$ cat src/rtl/usr_pkg.sv
// Shared definitions for the universal shift register: mode encodings and
// the width helper for the saturating shift counter.
package usr_pkg;

    localparam logic [2:0] MODE_HOLD  = 3'b000;
    localparam logic [2:0] MODE_LOAD  = 3'b001;
    localparam logic [2:0] MODE_SHL   = 3'b010;
    localparam logic [2:0] MODE_SHR   = 3'b011;
    localparam logic [2:0] MODE_ROL   = 3'b100;
    localparam logic [2:0] MODE_ROR   = 3'b101;
    localparam logic [2:0] MODE_ASR   = 3'b110;
    localparam logic [2:0] MODE_CLEAR = 3'b111;

    // Counter must hold every value from 0 up to and including width.
    function automatic int cnt_width(input int width);
        return $clog2(width + 1);
    endfunction

endpackage

$ cat src/rtl/univ_shift_reg_if.sv
// Control/data bundle of the universal shift register; master drives the
// operation, slave is the register itself.
interface univ_shift_reg_if
    import usr_pkg::*;
#(
    parameter int WIDTH     = 4,
    parameter int OUT_WIDTH = 8
);
    localparam int CW = cnt_width(WIDTH);

    logic                 en;
    logic [2:0]           mode;
    logic [WIDTH-1:0]     data_in;
    logic                 ser_in;
    logic [OUT_WIDTH-1:0] data_out;
    logic                 ser_out;
    logic [CW-1:0]        shift_cnt;
    logic                 done;

    modport master (
        output en, mode, data_in, ser_in,
        input  data_out, ser_out, shift_cnt, done
    );

    modport slave (
        input  en, mode, data_in, ser_in,
        output data_out, ser_out, shift_cnt, done
    );

endinterface

$ cat src/rtl/usr_shift_ctr.sv
// Saturating count of shift operations since the last restart, with a sticky
// done flag raised when the count first reaches WIDTH.
module usr_shift_ctr
    import usr_pkg::*;
#(
    parameter int WIDTH = 4
) (
    input  logic                       clk,
    input  logic                       rst,
    input  logic                       en,
    input  logic                       is_shift,
    input  logic                       is_restart,
    output logic [cnt_width(WIDTH)-1:0] cnt,
    output logic                       done
);
    localparam int CW = cnt_width(WIDTH);
    localparam logic [CW-1:0] CNT_MAX  = CW'(WIDTH);
    localparam logic [CW-1:0] CNT_LAST = CW'(WIDTH - 1);
    localparam logic [CW-1:0] CNT_ONE  = CW'(1);

    always_ff @(posedge clk) begin
        if (rst) begin
            cnt  <= '0;
            done <= 1'b0;
        end else if (en) begin
            if (is_restart) begin
                cnt  <= '0;
                done <= 1'b0;
            end else if (is_shift && cnt != CNT_MAX) begin
                cnt <= cnt + CNT_ONE;
                if (cnt == CNT_LAST) begin
                    done <= 1'b1;
                end
            end
        end
    end

endmodule

$ cat src/rtl/univ_shift_reg.sv
// Universal register: load, shifts, rotates and clear with serial in/out,
// zero-extended parallel output and a shift counter for serial conversion.
module univ_shift_reg
    import usr_pkg::*;
#(
    parameter int               WIDTH     = 4,
    parameter int               OUT_WIDTH = 8,
    parameter logic [WIDTH-1:0] RST_VAL   = '0
) (
    input  logic                   clk,
    input  logic                   rst,
    univ_shift_reg_if.slave        bus
);
    generate
        if (OUT_WIDTH < WIDTH) begin : g_bad_width
            $error("univ_shift_reg: OUT_WIDTH must be >= WIDTH");
        end
    endgenerate

    logic [WIDTH-1:0] reg_q;
    logic [WIDTH-1:0] reg_d;
    logic             ser_q;
    logic             ser_d;
    logic             is_shift;
    logic             is_restart;

    // Concatenations whose slices form each shift result; this form also
    // covers WIDTH=1 without special-casing.
    logic [WIDTH:0]     cat_shl;
    logic [WIDTH:0]     cat_shr;
    logic [WIDTH:0]     cat_asr;
    logic [2*WIDTH-1:0] cat_rot;

    assign cat_shl = {reg_q, bus.ser_in};
    assign cat_shr = {bus.ser_in, reg_q};
    assign cat_asr = {reg_q[WIDTH-1], reg_q};
    assign cat_rot = {reg_q, reg_q};

    always_comb begin
        reg_d      = reg_q;
        ser_d      = ser_q;
        is_shift   = 1'b0;
        is_restart = 1'b0;
        case (bus.mode)
            MODE_LOAD: begin
                reg_d      = bus.data_in;
                is_restart = 1'b1;
            end
            MODE_SHL: begin
                reg_d    = cat_shl[WIDTH-1:0];
                ser_d    = reg_q[WIDTH-1];
                is_shift = 1'b1;
            end
            MODE_SHR: begin
                reg_d    = cat_shr[WIDTH:1];
                ser_d    = reg_q[0];
                is_shift = 1'b1;
            end
            MODE_ROL: begin
                reg_d    = cat_rot[2*WIDTH-2:WIDTH-1];
                ser_d    = reg_q[WIDTH-1];
                is_shift = 1'b1;
            end
            MODE_ROR: begin
                reg_d    = cat_rot[WIDTH:1];
                ser_d    = reg_q[0];
                is_shift = 1'b1;
            end
            MODE_ASR: begin
                reg_d    = cat_asr[WIDTH:1];
                ser_d    = reg_q[0];
                is_shift = 1'b1;
            end
            MODE_CLEAR: begin
                reg_d      = '0;
                ser_d      = 1'b0;
                is_restart = 1'b1;
            end
            default: begin
                reg_d = reg_q;
            end
        endcase
    end

    always_ff @(posedge clk) begin
        if (rst) begin
            reg_q <= RST_VAL;
            ser_q <= 1'b0;
        end else if (bus.en) begin
            reg_q <= reg_d;
            ser_q <= ser_d;
        end
    end

    usr_shift_ctr #(
        .WIDTH(WIDTH)
    ) u_ctr (
        .clk        (clk),
        .rst        (rst),
        .en         (bus.en),
        .is_shift   (is_shift),
        .is_restart (is_restart),
        .cnt        (bus.shift_cnt),
        .done       (bus.done)
    );

    assign bus.data_out = OUT_WIDTH'(reg_q);
    assign bus.ser_out  = ser_q;

endmodule

$ cat src/flat_wrapper.sv
// flat-port wrapper written by rule: the top's interface ports become plain ports
module univ_shift_reg_flat import usr_pkg::*;
#(
    parameter int               WIDTH     = 4,
    parameter int               OUT_WIDTH = 8,
    parameter logic [WIDTH-1:0] RST_VAL   = '0
)
  (clk, rst, bus_en, bus_mode, bus_data_in, bus_ser_in, bus_data_out, bus_ser_out, bus_shift_cnt, bus_done);
  univ_shift_reg_if #(.WIDTH(WIDTH), .OUT_WIDTH(OUT_WIDTH)) bus_i ();
  input  logic clk;
  input  logic rst;
  input wire logic [$bits(bus_i.en)-1:0] bus_en;
  input wire logic [$bits(bus_i.mode)-1:0] bus_mode;
  input wire logic [$bits(bus_i.data_in)-1:0] bus_data_in;
  input wire logic [$bits(bus_i.ser_in)-1:0] bus_ser_in;
  output wire logic [$bits(bus_i.data_out)-1:0] bus_data_out;
  output wire logic [$bits(bus_i.ser_out)-1:0] bus_ser_out;
  output wire logic [$bits(bus_i.shift_cnt)-1:0] bus_shift_cnt;
  output wire logic [$bits(bus_i.done)-1:0] bus_done;
  assign bus_i.en = bus_en;
  assign bus_i.mode = bus_mode;
  assign bus_i.data_in = bus_data_in;
  assign bus_i.ser_in = bus_ser_in;
  assign bus_data_out = bus_i.data_out;
  assign bus_ser_out = bus_i.ser_out;
  assign bus_shift_cnt = bus_i.shift_cnt;
  assign bus_done = bus_i.done;
  univ_shift_reg #(.WIDTH(WIDTH), .OUT_WIDTH(OUT_WIDTH), .RST_VAL(RST_VAL)) u_core (.clk(clk), .rst(rst), .bus(bus_i));
endmodule
$ cat config.mk
export PLATFORM = sky130hd
export DESIGN_NAME = univ_shift_reg_flat
export DESIGN_NICKNAME = d
export VERILOG_FILES = /design/src/rtl/usr_pkg.sv /design/src/rtl/univ_shift_reg_if.sv /design/src/rtl/usr_shift_ctr.sv /design/src/rtl/univ_shift_reg.sv /design/src/flat_wrapper.sv
export SDC_FILE = /design/constraint.sdc
export NUM_CORES = 1
export LEC_CHECK = 0
export ABC_CLOCK_PERIOD_IN_PS = 1300
export BUFFER_PORTS_ARGS = -buffer_cell sky130_fd_sc_hd__clkbuf_2
export CAP_MARGIN = 30
export CORE_MARGIN = 5
export CORE_UTILIZATION = 51
export CTS_BUF_LIST = sky130_fd_sc_hd__clkbuf_2
export DETAILED_ROUTE_END_ITERATION = 6
export GPL_ROUTABILITY_DRIVEN = 0
export MAX_ROUTING_LAYER = met4
export PLACE_DENSITY = 0.81
export SLEW_MARGIN = 30
export SYNTH_ARGS = -nofsm -noshare
export SYNTH_HDL_FRONTEND = slang
export SYNTH_SLANG_ARGS = --single-unit
$ cat constraint.sdc
create_clock -name clk -period 1.3 [get_ports clk]
set_input_delay 0.195 -clock clk [delete_from_list [all_inputs] [get_ports clk]]
set_output_delay 0.195 -clock clk [all_outputs]
set_load 0.02 [all_outputs]
# ---- After elaboration in Yosys (flattened, before gate mapping)
# Cells that the tools add are included.
# Widths: inputs -> output; s select.
dict set report op_classes {
  muxes 9
  bitwise 1
  n_eq_ne 9
  n_addsub 1
  n_reduce_logical 15
}
# op count
set op_table {}
lappend op_table {{$pmux 4 s7} 1}
lappend op_table {{$eq 3x3->1 const B} 4}
lappend op_table {{$eq 3x2->1 const B} 3}
lappend op_table {{$reduce_bool 7->1} 1}
lappend op_table {{$mux 3} 2}
lappend op_table {{$reduce_and 2->1} 3}
lappend op_table {{$reduce_and 3->1} 2}
lappend op_table {{$reduce_bool 6->1} 1}
lappend op_table {{$mux 1} 5}
lappend op_table {{$reduce_or 5->1} 1}
lappend op_table {{$reduce_bool 2->1} 2}
lappend op_table {{$reduce_or 2->1} 2}
lappend op_table {{$add 3x1->3 const B} 1}
lappend op_table {{$eq 3x1->1 const B} 1}
lappend op_table {{$ne 3x3->1 const B} 1}
lappend op_table {{$pmux 1 s3} 1}
lappend op_table {{$reduce_bool 3->1} 1}
lappend op_table {{$reduce_or 3->1} 1}
lappend op_table {{$logic_and 1x1->1} 1}
lappend op_table {{$not 1->1} 1}
dict set report totals {
  in_bits 11
  out_inout_bits 13
  regBits 9
}

# ---- Logic depth before layout (Yosys ltp)
dict set report logic_depth {
  ltp_word 6
  ltp_mapped 6
  mapped_depth_nobuf 6
}

# ---- Cells and area by module
# A second synthesis with hierarchy kept.
dict set report unflattened {
  cells_unflattened 80
  hier_area_um2 693.2
}
# mod cells_each area_per_inst_um2 instances
set by_module_without_submodules {}
lappend by_module_without_submodules {univ_shift_reg 55 459.2 1}
lappend by_module_without_submodules {usr_shift_ctr 25 234.0 1}

# ---- Worst setup path after synthesis
# No wires, ideal clock.
dict set report synth_timing {
  kind {register -> register}
  start {register u_core.u_ctr.cnt[0]}
  end {register u_core.u_ctr.cnt[1]}
  setup_ns 0.060
  t_arrival_ns 1.296
  path_slack_ns -0.056
  path_stages_with_launch 7
  synth_period_minus_slack_ns 1.356
  path_cell_list {dfxtp_1 -> inv_1 -> ha_1 -> a2bb2oi_1 -> a21oi_2 -> nor2_1 -> o221a_1}
}
dict set report synth_between {
  elab_chain_len 4
  elab_cells_between_ends 7
  cone_classes {add/sub: 1; eq/ne: 1; mux: 2; reduce/logical: 3}
}
# item line
set synth_rtl {}
lappend synth_rtl {{start, declared} usr_shift_ctr.sv:13} ;# output logic [cnt_width(WIDTH)-1:0] cnt,
lappend synth_rtl {{start signal, assigned} usr_shift_ctr.sv:30} ;# cnt <= cnt + CNT_ONE;
lappend synth_rtl {{parallel branches: the longest is 4 deep, another holds $add 3x1->3} -}
# Parallel ways; which one is timed is not known. The select of a mux whose other input is x is not followed.
# A chain may end at the register's enable or synchronous reset.

# ---- Worst setup path in the final report
# Same ends and word-level chain as after synthesis.

==> impl_metrics.toml <==
[cells_and_area]
area_growth_pct = 16.5
drive_above_1_share_pct = 35.3
fillCellCount = 128
nNetsFinal = 117
register_area_um2 = 185
diodes = 0
finalNonFillerCells = 117
stdcell_area_um2 = 815
multiInputGateArea_um2 = 450

[sta]
setup_viol = 0
setup_ws_ps = 61.0
fin_skew_ps = 5.43
slew_violations = 0
min_period_ps = 1240
fmax_mhz = 807
hold_viol = 0
fin_crit_sh_pct = 95.3

[placed_design]
dp_worst_setup_slack_ps = 20.3
post_dp_cell_area_um2 = 773
io_buffers = 19
dp.cells = 112

[worst_setup_path]
rr_startpoint = "u_core.u_ctr.cnt[0]"
endpoint = "u_core.u_ctr.cnt[1]"
critical_path.startpoint = "u_core.u_ctr.cnt[0]"
cp-end-kind = "flop"
cp-start-kind = "flop"
reg2reg_to = "u_core.u_ctr.cnt[1]"
path_max_fanout = 4
critPathRequiredTime_ps = 1450
cp_data_arrival_time_ps = 1390
rrSetupSlack_ps = 60
r2r_cells = 6
critical_path_class = "flop to flop"

[clock_tree]
clockBufferDepth = 2
cts_tree = "built"
cts-root-buf = "clkbuf_2"
cts.clk_slew.worst_paths_ps = 100
numCtsBuffers = 3
clock-sinks = 9
clkLatencyLatePin_ps = 250
h-tree-depth = 1

[synth]
synthDistinctLibCells = 38
synth_top_area_cell = "dfxtp_1"
async_flop_share_pct = 0
synth_top_area_share_pct = 25.8
ys_top_cells_by_area = "dfxtp_1, buf_4, ha_1"
seq_area_frac_synth_pct = 25.8
synthFlopType = "dfxtp_1"
synth_edf_count = 0
synth.top_cells.by_count = "dfxtp_1, nand2_1, inv_1"
syn_area_per_cell_um2 = 8.53
yosysMostFrequentCell = "dfxtp_1"
yosys_warnings = 0
synth_cells = 82
syn-cell-area_um2 = 699
ys_seq_elements = 9

[global_route]
grt_max_degree = 12
antenna_found_initial = 0
grt_pass1_wl_um = 2590
grt_use_total_pct = 16.9
grt_pass1_vias = 626
overflow = 0

[drt]
drcViolationCount = 0
avgRoutedWirePerCell_um = 13.4
ant_nets = 0
first_pass_iters = 2
via_per_inst = 5.49
first_iter_violations = 2
route.vias.total = 642
drt_wl_total_um = 1560

[die]
coreArea_um2 = 1300
rows = 13
start_util_pct = 53.8
die_x_um = 47.0
die_area_um2 = 2210
die_height_um = 47.0
io_pins = 24

[power]
p_comb_share_pct = 30.2
power_frac_seq_pct = 43.9
sw_frac_of_total_pct = 34.4
clkPwrFrac_pct = 25.9
p_sw_w = 0.000245
powerDensity_nw_per_um2 = 875
p_int_w = 0.000468
vdd_ir_drop_max_mv = 0.468
p_leak_nw = 0.372

[run]
cap_violations = 0

[status]
status = "completed"

[hold_path]
hold_class = "input pin to flop"
sequential cells by signal, summed over array words and instances, names as in the netlist:
name                count
u_core.bus.ser_out      1
u_core.reg_q            4
u_core.u_ctr.cnt        3
u_core.u_ctr.done       1
how the worst min path moves through the flow:
stage / from / end / depth (start not counted)
6_report: rst / u_core.reg_q[3] / 2
3_5_place_dp: u_core.u_ctr.done / u_core.u_ctr.done / 1
5_1_grt: rst / u_core.reg_q[2] / 2
2_1_floorplan: bus_data_in[0] / u_core.reg_q[0] / 2
3_3_place_gp: u_core.u_ctr.done / u_core.u_ctr.done / 1
4_1_cts: rst / u_core.reg_q[3] / 2
area by class of cell:
class	count	area share, %
Clock buffer	4	2.46
Tap cell	15	2.30
Sequential cell	9	22.7
Timing Repair Buffer	22	14.4
Multi-Input combinational cell	61	55.3
Inverter	6	2.76
power groups by stage:
stage                     sequential (W)  clock [W]  combinational, W
final                           0.000313   0.000185          0.000215
after global routing            0.000317   0.000205          0.000236
after CTS                       0.000313   0.000190          0.000211
after detailed placement        0.000320          0          0.000207
after global placement          0.000318          0          0.000202
after floorplan                 0.000337          0          0.000146
cells in the final DEF, fill, tap and decap left out, types with 2 or more instances in the layout:
master / synthesis / routed
dfxtp_1: 9 / 7
nor2_1: 2 / 2
mux2_1: 2 / 2
a21o_1: 2 / 2
conb_1: 1 / 4
o21ai_0: 3 / 3
a22oi_1: 3 / 3
nor2b_1: 2 / 2
a21oi_1: 3 / 3
a31oi_1: 5 / 5
ha_1: 3 / 3
buf_4: 5 / 3
clkbuf_2: 0 / 23
nand2_1: 7 / 7
o21a_1: 2 / 2
inv_1: 6 / 6
o21ai_1: 2 / 2
nand3b_1: 3 / 3
repair_timing:
action	4_1_cts	5_1_grt
gates resized for setup	1	2
buffers inserted	0	1
pin swaps	0	1
setup endpoints to repair	1	2
hold buffers	0	0
per-layer routing:
layer	track usage (%)	share of wire [%]	wire length [um]	up-vias
li1	-	-	-	327
met1	18.3	44	686	298
met2	29.0	49	772	17
met3	6.13	6.6	103	0
met4	4.42	0	0	0
met5	-	0	0	-
logic make-up after synthesis:
group / synth area share (%)
XOR/XNOR: 5.19
AND/OR/NAND/NOR: 16.5
buffers and inverters: 13.1
adder cells (fa/ha/maj): 5.37
multiplexers: 3.22
AO/OA/AOI/OAI: 30.4
other: 0.536
flip-flops: 25.8
through the flow:
stage               utilization (%)  total power (W)  hold WS, ps  setup TNS (ps)
finish                         62.6         0.000712          241               0
global placement               59.4         0.000520          452               0
detailed placement             59.4         0.000526          460               0
global route                   62.6         0.000758          230           -1.47
floorplan                         -         0.000483          451               0
CTS                            61.4         0.000714          232               0
critical path, stage by stage (launching register included):
cell and delay, ps:
dfxtp_4 370, inv_1 50, ha_1 180, a2bb2oi_2 80
a21oi_2 160, nor2_1 80, o221a_1 230
No activity file was read; power rests on OpenSTA's default activity.
